<file path="src/rtl/vga_timing_pipe.sv">
// Parametrised VGA timing generator with a pixel-tick divider and a
// PIPE-deep sync/blank delay line that keeps outputs aligned to rgb_in.
module vga_timing_pipe #(
    parameter int H_DISPLAY = 640,
    parameter int H_FRONT   = 16,
    parameter int H_SYNC    = 96,
    parameter int H_BACK    = 48,
    parameter int V_DISPLAY = 480,
    parameter int V_FRONT   = 10,
    parameter int V_SYNC    = 2,
    parameter int V_BACK    = 33,
    parameter int SYNC_POL  = 0,
    parameter int CLK_DIV   = 4,
    parameter int PIPE      = 1,
    parameter int CW        = 10,
    parameter int RGB_W     = 12
) (
    input  logic             clk_100Mhz,
    input  logic             reset,
    input  logic [RGB_W-1:0] rgb_in,
    output logic             p_tick,
    output logic [CW-1:0]    x,
    output logic [CW-1:0]    y,
    output logic             line_start,
    output logic             frame_start,
    output logic             hsync,
    output logic             vsync,
    output logic             video_on,
    output logic [RGB_W-1:0] rgb_out
);

    localparam int H_TOTAL = H_DISPLAY + H_FRONT + H_SYNC + H_BACK;
    localparam int V_TOTAL = V_DISPLAY + V_FRONT + V_SYNC + V_BACK;
    localparam int DW      = (CLK_DIV > 1) ? $clog2(CLK_DIV) : 1;

    localparam logic [DW-1:0] DIV_LAST = DW'(CLK_DIV - 1);
    localparam logic [CW:0]   H_LAST   = (CW+1)'(H_TOTAL - 1);
    localparam logic [CW:0]   V_LAST   = (CW+1)'(V_TOTAL - 1);
    localparam logic [CW:0]   H_VIS    = (CW+1)'(H_DISPLAY);
    localparam logic [CW:0]   V_VIS    = (CW+1)'(V_DISPLAY);
    localparam logic [CW:0]   HS_BEG   = (CW+1)'(H_DISPLAY + H_FRONT);
    localparam logic [CW:0]   HS_END   = (CW+1)'(H_DISPLAY + H_FRONT + H_SYNC);
    localparam logic [CW:0]   VS_BEG   = (CW+1)'(V_DISPLAY + V_FRONT);
    localparam logic [CW:0]   VS_END   = (CW+1)'(V_DISPLAY + V_FRONT + V_SYNC);
    localparam logic          POL      = (SYNC_POL != 0);

    generate
        if (H_TOTAL > (1 << CW)) begin : g_h_range
            $error("H_TOTAL does not fit in CW bits");
        end
        if (V_TOTAL > (1 << CW)) begin : g_v_range
            $error("V_TOTAL does not fit in CW bits");
        end
        if (CLK_DIV < 1 || PIPE < 1) begin : g_cfg
            $error("CLK_DIV and PIPE must be at least 1");
        end
    endgenerate

    logic [DW-1:0]    div_cnt_q, div_cnt_d;
    logic             p_tick_q, p_tick_d;
    logic [CW-1:0]    h_cnt_q, h_cnt_d;
    logic [CW-1:0]    v_cnt_q, v_cnt_d;
    logic [PIPE-1:0]  vid_q, vid_d;
    logic [PIPE-1:0]  hs_q, hs_d;
    logic [PIPE-1:0]  vs_q, vs_d;
    logic [RGB_W-1:0] rgb_q, rgb_d;

    logic [CW:0] h_ext, v_ext;
    logic        h_last, v_last;
    logic        vid_raw, hs_raw, vs_raw;

    always_comb begin
        h_ext   = {1'b0, h_cnt_q};
        v_ext   = {1'b0, v_cnt_q};
        h_last  = (h_ext == H_LAST);
        v_last  = (v_ext == V_LAST);
        vid_raw = (h_ext < H_VIS) && (v_ext < V_VIS);
        hs_raw  = (h_ext >= HS_BEG) && (h_ext < HS_END);
        vs_raw  = (v_ext >= VS_BEG) && (v_ext < VS_END);

        div_cnt_d = (div_cnt_q == DIV_LAST) ? '0 : div_cnt_q + 1'b1;
        p_tick_d  = (div_cnt_q == DIV_LAST);

        h_cnt_d = h_cnt_q;
        v_cnt_d = v_cnt_q;
        vid_d   = vid_q;
        hs_d    = hs_q;
        vs_d    = vs_q;
        rgb_d   = rgb_q;

        if (p_tick_q) begin
            h_cnt_d = h_last ? '0 : h_cnt_q + 1'b1;
            if (h_last) begin
                v_cnt_d = v_last ? '0 : v_cnt_q + 1'b1;
            end
            vid_d[0] = vid_raw;
            hs_d[0]  = hs_raw;
            vs_d[0]  = vs_raw;
            for (int i = 1; i < PIPE; i++) begin
                vid_d[i] = vid_q[i-1];
                hs_d[i]  = hs_q[i-1];
                vs_d[i]  = vs_q[i-1];
            end
            // colour is masked by the flag entering the final stage
            rgb_d = vid_d[PIPE-1] ? rgb_in : '0;
        end
    end

    always_ff @(posedge clk_100Mhz) begin
        if (reset) begin
            div_cnt_q <= '0;
            p_tick_q  <= 1'b0;
            h_cnt_q   <= '0;
            v_cnt_q   <= '0;
            vid_q     <= '0;
            hs_q      <= '0;
            vs_q      <= '0;
            rgb_q     <= '0;
        end else begin
            div_cnt_q <= div_cnt_d;
            p_tick_q  <= p_tick_d;
            h_cnt_q   <= h_cnt_d;
            v_cnt_q   <= v_cnt_d;
            vid_q     <= vid_d;
            hs_q      <= hs_d;
            vs_q      <= vs_d;
            rgb_q     <= rgb_d;
        end
    end

    assign p_tick      = p_tick_q;
    assign x           = h_cnt_q;
    assign y           = v_cnt_q;
    assign line_start  = p_tick_q && h_last;
    assign frame_start = line_start && v_last;
    assign video_on    = vid_q[PIPE-1];
    assign hsync       = hs_q[PIPE-1] ? POL : ~POL;
    assign vsync       = vs_q[PIPE-1] ? POL : ~POL;
    assign rgb_out     = rgb_q;

endmodule

</file>
<file path="config.mk">
export PLATFORM = sky130hd
export DESIGN_NAME = vga_timing_pipe
export DESIGN_NICKNAME = d
export VERILOG_FILES = /design/src/rtl/vga_timing_pipe.sv
export SDC_FILE = /design/constraint.sdc
export NUM_CORES = 1
export LEC_CHECK = 0
export BUFFER_PORTS_ARGS = -buffer_cell sky130_fd_sc_hd__clkbuf_2
export CORE_UTILIZATION = 25
export CTS_BUF_LIST = sky130_fd_sc_hd__clkbuf_4 sky130_fd_sc_hd__clkbuf_8
export DETAILED_ROUTE_END_ITERATION = 10
export PLACE_DENSITY_LB_ADDON = 0.1
export SLEW_MARGIN = 20
export SYNTH_ARGS = -nofsm -noshare
export SYNTH_HDL_FRONTEND = slang
export SYNTH_SLANG_ARGS = --single-unit
export TNS_END_PERCENT = 10
</file>
<file path="constraint.sdc">
create_clock -name clk_100Mhz -period 3.7 [get_ports clk_100Mhz]
set_input_delay 0.555 -clock clk_100Mhz [delete_from_list [all_inputs] [get_ports clk_100Mhz]]
set_output_delay 0.555 -clock clk_100Mhz [all_outputs]
set_load 0.05 [all_outputs]
</file>
==> flow_summary_export.csv <==
group,metric,value,unit
outcome,status,"finished, final reports clean",
final_layout,final_cell_mix,"clkbuf_2 (51), dfxtp_1 (38), nor2_1 (23)",
grt,grt_max_degree,32,
synthesis,synthDistinctLibCells,36,
timing,relSlewSlack,0.555,
final_layout,area_growth,23.8,%
hold_path,min_path_cells,1,
worst_setup_path,crit_buf_inv,2,
cts,cts_hold_buf,0,
worst_setup_path,critical_path.max_fanout,8,
cts,clk_pin_slew,80,ps
synthesis,synthFlopType,"dfxtp_1",
cts,h-tree-depth,2,
cts,root_buffer,"clkbuf_8",
route,drt_wl_total,4180,um
grt,grt_pass1_vias,1382,
worst_setup_path,reg2reg_slack,1500,ps
die,die_h,83.6,um
worst_setup_path,worstSetupPathType,"reg -> out",
worst_setup_path,r2r-end,"y[8]",
worst_setup_path,end_kind,"output pin",
cts,cts_setup_buffers,0,
grt,grt_pass1_wl,6950,um
timing,grt_setup_unrepaired,"false",
synthesis,synth_edf_count,0,
synthesis,ys_ff_latch,38,
placement,place_ws,1340,ps
synthesis,async_reset_ff_frac,0,
hold_path,hp-class,"reg -> reg",
final_layout,drive_above_1_share,0.253,
timing,setup_viol,0,
power,clockPowerShare,0.370,
die,core-area,6390,um^2
power,irDropWorstVdd,117,uV
worst_setup_path,crit_chain,"ha_1 > and3_1 > nand4_1 > clkinv_1 > clkbuf_2",
power,p_per_area,361,nW/um^2
synthesis,synthSimpleGateAreaFrac,0.274,
synthesis,synth.avg_cell_area,8.71,um^2
route,first_pass_iters,4,
die,pin_count,52,
job,drv_cap,0,
hold_path,hp-start,"div_cnt_q[0]",
synthesis,synth_nets,210,
final_layout,fin_nets,260,
synthesis,yosysSeqAreaShare,0.457,
synthesis,synth_top_family_by_area,"simple AND/OR/NAND/NOR gates",
grt,antenna_found_initial,0,
die,initial_utilization,0.261,
placement,gp_congestion,0.740,
synthesis,synthXorXnorAreaFrac,0.0421,
final_layout,n_fill_cell,696,
timing,min_period,2620,ps
final_layout,layout_commonest_cell,"clkbuf_2",
grt,overflow,0,
power,combinationalPowerShare,0.064,
timing,tightest_slew,668,ps
cts,clock_latency,290,ps
synthesis,ys_top_cells_by_area,"dfxtp_1 (46%), a22oi_1 (5.4%), nor2_1 (5.2%)",
worst_setup_path,worstReg2RegStart,"x[1]",
placement,dp_hpwl,2910,um
final_layout,multi_input_area,823,um^2
timing,layout_setup_ws,1080,ps
grt,track_usage,0.125,
final_layout,regArea,761,um^2
synthesis,synth-compound-area-share,0.141,
route,ant_nets,0,
hold_path,min_to,"div_cnt_q[0]",
timing,fin_crit_sh,0.708,
worst_setup_path,crit_family,"buffers and inverters",
synthesis,synth_area,1660,um^2
route,drt_iter0_markers,53,
cts,cts_buffer_depth,2,
timing,hold_viol_final,0,
synthesis,synthCells,191,
worst_setup_path,cp_data_arrival_time,2060,ps
final_layout,n_antenna_cell,0,
power,switchingPower,185,uW
route,post_drt_wl_per_cell,13.2,um
worst_setup_path,reg2reg_depth,6,
placement,io_buffers,51,
timing,timing.setup.tns,0,ps
cts,cts_tree,"built",
route,remaining_drc_errors,0,
cts,cts_buffers,5,
power,swShare,0.250,
die,die_area,6990,um^2
timing,fmax,382,MHz
power,pwr-share-seq,0.565,
cts,cts_resized,0,
route,dr_total_vias,1529,
synthesis,muxShareOfSynthArea,0,
synthesis,synth.top_cell.area_share,0.457,
timing,drv_slew,0,
worst_setup_path,cpPeakStageDelay,400,ps
worst_setup_path,cp_slowest_cell,"dfxtp_1",
die,die_w,83.6,um
synthesis,ys.warnings.count,0,
worst_setup_path,cp-start-kind,"flip-flop",
synthesis,post_synth_fa_ha_maj_area_fraction,0.0376,
timing,fin_skew,3.35,ps
power,p_leak,0.792,nW
synthesis,synth_top_area_cell,"dfxtp_1",
timing,whs,433,ps
worst_setup_path,required,3140,ps
cts,cts_num_sinks,38,
final_layout,post-route-util,0.322,
power,p_int,557,uW
die,row_count,29,
route,via_per_inst,4.81,
-- kinds of logic (layout without fill, tap and decap cells) --
| family | after synthesis | in the layout |
|---|---|---|
| xor+xnor | 8 | 8 |
| fa+ha+maj | 5 | 5 |
| flops | 38 | 38 |
| buf+inv | 19 | 69 |
| simple gates | 84 | 84 |
| compound gates | 37 | 37 |
-- registers in the layout, summed over array words and instances (netlist names) --
signal / count
hs_q: 1
rgb_out: 12
x: 10
div_cnt_q: 2
video_on: 1
vs_q: 1
y: 10
p_tick: 1
-- worst max-delay path by stage --
stage,startpoint,cells after the start,slack (ps),endpoint
global placement,x[1],5,1440,line_start
detailed placement,x[1],5,1340,line_start
CTS,x[1],5,1040,line_start
floorplan,x[1],6,810,frame_start
global route,x[1],5,900,line_start
finish,x[1],5,1080,line_start
-- area by class of cell --
class,instances,area share
tap,77,0.0468
inverter,10,0.0182
clock inverter,2,0.00486
timing repair buffer,52,0.128
multi-input combinational,134,0.400
clock buffer,5,0.0334
sequential,38,0.369
-- power groups by stage --
stage	Clock (mW)	Combinational, mW	Sequential, mW
after floorplan	0	0.0189	0.443
after global placement	0	0.0492	0.429
after detailed placement	0	0.0489	0.430
after CTS	0.286	0.0489	0.420
after global routing	0.306	0.0525	0.421
final	0.275	0.0478	0.420
-- per-layer routing --
metal  part of all wire  wire length (um)  global-route usage
met1               0.50              2090               0.164
met2               0.45              1870               0.197
met3              0.039               162              0.0336
met4              0.013                55              0.0416
met5                  0                 0                   0
-- cells in the mapped netlist, types with 2 or more instances --
cell type  instances
o21ai_0            4
inv_1              8
a22oi_1           12
and3_1             3
nor2b_1            2
nand4_1            6
nor3_1            11
nand2_1           11
nor4_1             2
xor2_1             4
or3_1              3
clkinv_1           2
and2_1             2
dfxtp_1           38
o31ai_1            4
nor2_1            23
xnor2_1            4
or4_1              4
clkbuf_1           6
ha_1               5
nand3_1            9
a21oi_1           14
-- stage by stage --
step	total power, mW	cells	cell area (um^2)
after detailed placement	0.479	311	1980
after CTS	0.755	318	2060
after floorplan	0.462	191	1660
after global routing	0.780	318	2060
after global placement	0.479	311	1980
final	0.742	318	2060
-- worst reg2reg max path: stages, from the launching register on --
cell and delay (ps):
dfxtp_1 400, ha_1 230, and3_1 230, nand4_1 320
buf_4 300, or4_1 510, a21oi_1 150
Note: power is estimated with default switching activity, not from simulation.
